==> config.mk <==
export PLATFORM = sky130hd
export DESIGN_NAME = button_conditioner
export DESIGN_NICKNAME = d
export VERILOG_FILES = /design/src/rtl/btn_pkg.sv /design/src/rtl/debounce_cell.sv /design/src/rtl/button_conditioner.sv
export SDC_FILE = /design/constraint.sdc
export NUM_CORES = 1
export LEC_CHECK = 0
export ABC_AREA = 1
export CORE_UTILIZATION = 35
export DETAILED_ROUTE_END_ITERATION = 6
export GPL_ROUTABILITY_DRIVEN = 0
export HOLD_SLACK_MARGIN = 0.08
export PLACE_DENSITY = 0.57
export SYNTH_ARGS = -nofsm -noshare
export SYNTH_HDL_FRONTEND = slang
export SYNTH_HIERARCHICAL = 1
export SYNTH_SLANG_ARGS = --single-unit
export TNS_END_PERCENT = 20
==> constraint.sdc <==
create_clock -name clk -period 2.2 [get_ports clk]
set_clock_uncertainty 0.15 [all_clocks]
set_input_delay 0.33 -clock clk [delete_from_list [all_inputs] [get_ports clk]]
set_output_delay 0.33 -clock clk [all_outputs]
set_load 0.1 [all_outputs]
==> src/rtl/btn_pkg.sv <==
// btn_pkg: shared defaults, counter-width helper and vector type for the push-button input stage.
package btn_pkg;
    localparam int BTN_NUM              = 4;
    localparam int BTN_DEBOUNCE_DEFAULT = 250000;
    localparam int BTN_REPEAT_DEFAULT   = 12500000;

    typedef logic [BTN_NUM-1:0] btn_vec_t;

    function automatic int cnt_width(input int n);
        return (n <= 2) ? 1 : $clog2(n);
    endfunction
endpackage

==> src/rtl/debounce_cell.sv <==
// debounce_cell: synchronise, debounce and edge-detect one active-low button, with toggle latch.
// Auto-repeat of press_pulse is built only when BTN_AUTOREPEAT_EN is defined.
module debounce_cell import btn_pkg::*; #(
    parameter int DEBOUNCE_CYCLES = BTN_DEBOUNCE_DEFAULT
`ifdef BTN_AUTOREPEAT_EN
    , parameter int REPEAT_CYCLES = BTN_REPEAT_DEFAULT
`endif
) (
    input  logic clk,
    input  logic rst,
    input  logic bt_n,
    output logic pressed,
    output logic press_pulse,
    output logic release_pulse,
    output logic toggle
);
    localparam int CW = cnt_width(DEBOUNCE_CYCLES);

    logic          sync1, sync2, stable_n;
    logic [CW-1:0] cnt;
    logic          accept, rep_fire, fire;

    assign accept  = (sync2 != stable_n) && (cnt == CW'(DEBOUNCE_CYCLES - 1));
    assign fire    = (accept && !sync2) || rep_fire;
    assign pressed = ~stable_n;

    always_ff @(posedge clk or posedge rst) begin
        if (rst) begin
            sync1         <= 1'b1;
            sync2         <= 1'b1;
            stable_n      <= 1'b1;
            cnt           <= '0;
            press_pulse   <= 1'b0;
            release_pulse <= 1'b0;
            toggle        <= 1'b0;
        end else begin
            sync1         <= bt_n;
            sync2         <= sync1;
            cnt           <= (sync2 == stable_n || accept) ? '0 : cnt + 1'b1;
            stable_n      <= accept ? sync2 : stable_n;
            press_pulse   <= fire;
            release_pulse <= accept && sync2;
            toggle        <= fire ? ~toggle : toggle;
        end
    end

`ifdef BTN_AUTOREPEAT_EN
    localparam int RW = cnt_width(REPEAT_CYCLES);

    logic [RW-1:0] rcnt;

    // A release being accepted this cycle suppresses any repeat that would coincide with it.
    assign rep_fire = !stable_n && !accept && (rcnt == RW'(REPEAT_CYCLES - 1));

    always_ff @(posedge clk or posedge rst) begin
        if (rst)
            rcnt <= '0;
        else
            rcnt <= (stable_n || fire) ? '0 : rcnt + 1'b1;
    end
`else
    assign rep_fire = 1'b0;
`endif
endmodule

==> src/rtl/button_conditioner.sv <==
// button_conditioner: NUM_BT independent debounce cells for the active-low board buttons.
// Optional auto-repeat of press pulses via BTN_AUTOREPEAT_EN.
module button_conditioner import btn_pkg::*; #(
    parameter int NUM_BT          = BTN_NUM,
    parameter int DEBOUNCE_CYCLES = BTN_DEBOUNCE_DEFAULT,
    parameter int REPEAT_CYCLES   = BTN_REPEAT_DEFAULT
) (
    input  logic              clk,
    input  logic              rst,
    input  logic [NUM_BT-1:0] bt_n,
    output logic [NUM_BT-1:0] pressed,
    output logic [NUM_BT-1:0] press_pulse,
    output logic [NUM_BT-1:0] release_pulse,
    output logic [NUM_BT-1:0] toggle
);
    if (DEBOUNCE_CYCLES < 2 || DEBOUNCE_CYCLES > (1 << 20) || REPEAT_CYCLES < 2) begin : g_bad_cfg
        $error("button_conditioner: DEBOUNCE_CYCLES or REPEAT_CYCLES out of range");
    end

    genvar i;
    for (i = 0; i < NUM_BT; i++) begin : g_cell
        debounce_cell #(
            .DEBOUNCE_CYCLES(DEBOUNCE_CYCLES)
`ifdef BTN_AUTOREPEAT_EN
            , .REPEAT_CYCLES(REPEAT_CYCLES)
`endif
        ) u_cell (
            .clk          (clk),
            .rst          (rst),
            .bt_n         (bt_n[i]),
            .pressed      (pressed[i]),
            .press_pulse  (press_pulse[i]),
            .release_pulse(release_pulse[i]),
            .toggle       (toggle[i])
        );
    end
endmodule

Word-level counts from Yosys, hierarchy flattened

Index checks and enable logic that the tools add are counted.

Bits in registers: 96
Input bits: 6

Multiplexer cells: 4
Reductions and logical operators: 20
Bitwise gates (word level): 8
Eq/ne operators: 12
$add $sub $neg: 4

Operator list:

| operator                | number |
|---|---|
| $add A18 B1 Y18 const B | 4 |
| $eq A18 B18 Y1 const B  | 4 |
| $mux W18                | 4 |
| $logic_and A1 B1 Y1     | 12 |
| $not A1 Y1              | 8 |
| $eq A1 B1 Y1            | 4 |
| $logic_not A1 Y1        | 4 |
| $logic_or A1 B1 Y1      | 4 |
| $ne A1 B1 Y1            | 4 |

Logic depth before layout (Yosys ltp)

Depth in word-level cells: 4
Depth in mapped cells: 9

Modules after synthesis

The synthesis kept the hierarchy.

By module, submodules not included:

| module                                | cells each | instances | area an instance (um^2) |
|---|---|---|---|
| debounce_cell at g_cell[0].u_cell ... | 164        | 3         | 1306.3 |
| debounce_cell at g_cell[1].u_cell     | 162        | 1         | 1261.2 |

Worst setup path before layout

OpenSTA, ideal clock, no wires.

Kind: reg2reg
Start point: reg g_cell[0].u_cell.stable_n
End point: reg g_cell[0].u_cell.cnt[13]
Arrival: 1.627 ns
Cell stages (with the launch flop): 8
Buffers on the path: 1
Required time: 1.981 ns
Path slack: 0.354 ns
Library setup time: 0.069 ns
Clock period less this slack: 1.846 ns
Path through: dfstp_2 -> inv_1 -> nor2_1 -> inv_1 -> nand2_1 -> nand2_4 -> buf_12 -> nor2_2

Cells in the longest elaborated chain, start to end: 4
Elaborated cells on any way between the ends: 5
Those cells by class: 2 x eq/ne; 1 x mux; 2 x reduce/logical

RTL lines:

| item                   | RTL line            | RTL |
|---|---|---|
| start, declared        | debounce_cell.sv:19 | `logic sync1, sync2, stable_n;` |
| start signal, assigned | debounce_cell.sv:40 | `stable_n <= accept ? sync2 : stable_n;` |
| $ne A1 B1 Y1           | debounce_cell.sv:23 | `assign accept = (sync2 != stable_n) && (cnt == CW'(DEBOUNCE_CYCLES - 1));` |
| $logic_and A1 B1 Y1    | debounce_cell.sv:23 |  |
| $logic_or A1 B1 Y1 *   | debounce_cell.sv:39 | `cnt <= (sync2 == stable_n \|\| accept) ? '0 : cnt + 1'b1;` |
| $mux W18 *             | debounce_cell.sv:39 |  |
| end signal, assigned   | debounce_cell.sv:39 |  |
| end, declared          | debounce_cell.sv:20 | `logic [CW-1:0] cnt;` |

Every way passes the cells marked *; elsewhere a longest branch is shown, timed or not.
A chain may end at the register's enable or synchronous reset.

Worst setup path after layout

Start point: reg g_cell[0].u_cell.cnt[0]
End point: reg g_cell[0].u_cell.cnt[7]

Cells in the longest elaborated chain, start to end: 4
Elaborated cells on any way between the ends: 5
Those cells by class: 1 x add/sub; 1 x eq/ne; 1 x mux; 2 x reduce/logical

RTL lines:

| item                                                                    | RTL line |
|---|---|
| parallel branches: the longest is 3 deep, another holds $add A18 B1 Y18 | -- |
| $mux W18 *                                                              | debounce_cell.sv:39 |

Every way passes the cells marked *.

==> run metrics <==
Die Ht 124 um; latest clock arrival within the worst-skew pair 0.35 ns; first-pass GRT wire length 18200 um; max frequency 566 MHz; layout cell share with drive strength beyond 1 15.3%; Post-CTS Setup Inserts 0; Layout Nets a little under 700; Synth Instances 654; Main synth FF type dfrtp_1; simple-gate share of the synthesized area 36.9%; Rel. slew slack between 70% and 80%; ANT cells 0; Critical Path RT about 2.3 ns; drc violations 0; max_cap viols 0; critical-path cell list ha_1, nand2_2, nor2_4, inv_2, nor2_4, nand2_2, nand2_4, nor2_1; Power Dens Cells about 590 mW/mm2; DR vias/cell 4.67; CP max stage delay 0.42 ns; Root Buffer clkbuf_16; complex-gate fraction of the synthesized area around 2.5%; initial antenna violation count 0; synth warn 6; Initial Utilization between 30 and 40%; Post-Syn Area 0.00518 mm2; Rows 44; CTS resizes 0; Hold Violations, Final 0; TritonCTS buffer count 9; setup violators final 0; Setup crit end kind flop; synthesis-to-finish area growth 12.4%; Setup Crit Path Kind reg2reg; largest family of logic cells by synthesized area simple AND/OR/NAND/NOR gates; crit path launch type flop; post-synthesis adder-cell area fraction 0.966%; HPWL after detailed placement 7470 um; global-route usage over all layers 15.1%; Initial DRC Count 231; post-synthesis net count roughly 660; total die area ~0.015 mm2; clock sink count 96; htree depth 3; Synth Register Bits 96; peak fanout along the critical path 18; Clk pin slew, worst setup/hold paths 0.07 ns; placed cell count 859; Worst path slowest cell dfrtp_1; Ports 22; die width ~120 um; RSZ-0062 raised after global routing no; Syn Area/Cell 7.92 um2; status complete, no violations; 1st-pass router iterations 4; final slew viol count 0; min Tclk post-route 1.77 ns; Hold WS 0.202 ns; Clock Tree Buf Depth 2; setup TNS 0 ns; fin crit share 80.4%; Hold Path Class reg2reg; core area around 0.014 mm2; register area share after synthesis 46.7%; static leakage 2.42 nW; worst slew pin tran 0.324 ns; total number of vias 4082; fin cells slightly below 900; mux share of post-synthesis cell area 0%; CTS tree done; Worst Path Arrival 1.84 ns; post-DR wirelength/cell between 10 and 15 um; vias in the first global route 4107; largest net degree at the start of global routing 25; IO Port Bufs 21; Routed WL between 10000 and 15000 um; hold bufs inserted after CTS 0; Post-synth EDFFs 0; post-route ant nets 0; GRT Residual Overflow 0; Final Power 0.00344 W; XOR/XNOR Fraction of Synth Area 6.09%; Post-synth ARST share 100%; number of distinct library cells after synthesis 23; maximum VDD drop ~0.55 mV
[state kept, by name, summed over array words and instances, names as in the netlist]
signal and count:
g_cell.u_cell/sync2 4, g_cell.u_cell/sync1 4, g_cell.u_cell/press_pulse 4, g_cell.u_cell/toggle 4, g_cell.u_cell/release_pulse 4, g_cell.u_cell/cnt 72, g_cell.u_cell/stable_n 4
[cell usage after synthesis, types with 5 or more instances]
cell type,number,area [um2]
dfrtp_1,84,2100
xor2_1,23,201
nand2_1,157,589
inv_1,73,274
nor2_1,132,495
o21bai_1,11,82.6
o21ai_0,5,25.0
nor2_2,30,188
and2_1,7,43.8
nand3_1,46,230
dfstp_2,12,315
nand4_1,17,106
xnor2_1,13,114
nor2_4,11,124
nand2_2,8,50.1
[power breakdown]
group | leakage (nW) | switching [W] | total, W | internal [W]
logic | 0.999 | 0.0000893 | 0.000129 | 0.0000400
clock network | 0.135 | 0.000687 | 0.00149 | 0.000799
registers | 1.29 | 0.0000241 | 0.00182 | 0.00180
[cells by family after synthesis]
| kind of cell | Yosys count |
|---|---|
| compound gates | 20 |
| xor+xnor | 36 |
| fa+ha+maj | 4 |
| buf+inv | 81 |
| flops | 96 |
| simple gates | 417 |
[layer usage]
layer  GRT usage (%)  up-vias  part of all wire, %
met3            4.53       11                  4.7
met2            26.0       71                   48
met1            18.2     1927                   46
met5               0        -                    0
li1                -     2073                    -
met4            4.29        0                  1.2
[path summary, 6_finish.rpt]
check,slack (ns),from,end,depth (start not counted)
min reg2reg,0.20,g_cell[0].u_cell/sync1,g_cell[0].u_cell/sync2,0
max,0.43,g_cell[0].u_cell/cnt[0],g_cell[0].u_cell/cnt[7],8
max in group asynchronous,1.30,rst,g_cell[2].u_cell/stable_n,3
min,0.20,g_cell[0].u_cell/sync1,g_cell[0].u_cell/sync2,0
max reg2reg,0.43,g_cell[0].u_cell/cnt[0],g_cell[0].u_cell/cnt[7],8
min in group asynchronous,0.30,rst,g_cell[2].u_cell/cnt[8],3
[cell type report]
cell class                      instances  area, um2
Timing Repair Buffer                   25        200
Tap cell                              184        230
Inverter                               77        289
Clock buffer                           10        239
Clock inverter                          6       42.5
Sequential cell                        96       2420
Multi-Input combinational cell        477       2400
Fill cell                            1483       8660
[critical path, delay by kind of cell, from the launching register on]
kind                       cells  cell delay, ns
adders and majority gates      1            0.23
DFF                            1            0.42
and+or+nand+nor                6            0.78
buffers and inverters          1            0.06
[cells in the final DEF (no fill, tap or decap), drive strengths merged, types with 5 or more instances in the layout]
cell / n
nand3: 46
clkdlybuf4s50: 5
xor2: 23
nand2: 169
nand4: 17
inv: 78
o21bai: 11
clkbuf: 10
nor2: 173
buf: 20
dfstp: 12
dfrtp: 84
xnor2: 13
o21ai: 5
and2: 8
[per-stage QoR]
stage	worst slack, ns	utilization (%)	cell area, um2
after floorplan	0.354	-	5180
after global placement	0.487	38.3	5540
after detailed placement	0.418	38.3	5540
after CTS	0.404	40.2	5820
after global routing	0.246	40.2	5820
final	0.432	40.2	5820
No activity file was read; power rests on OpenSTA's default activity.
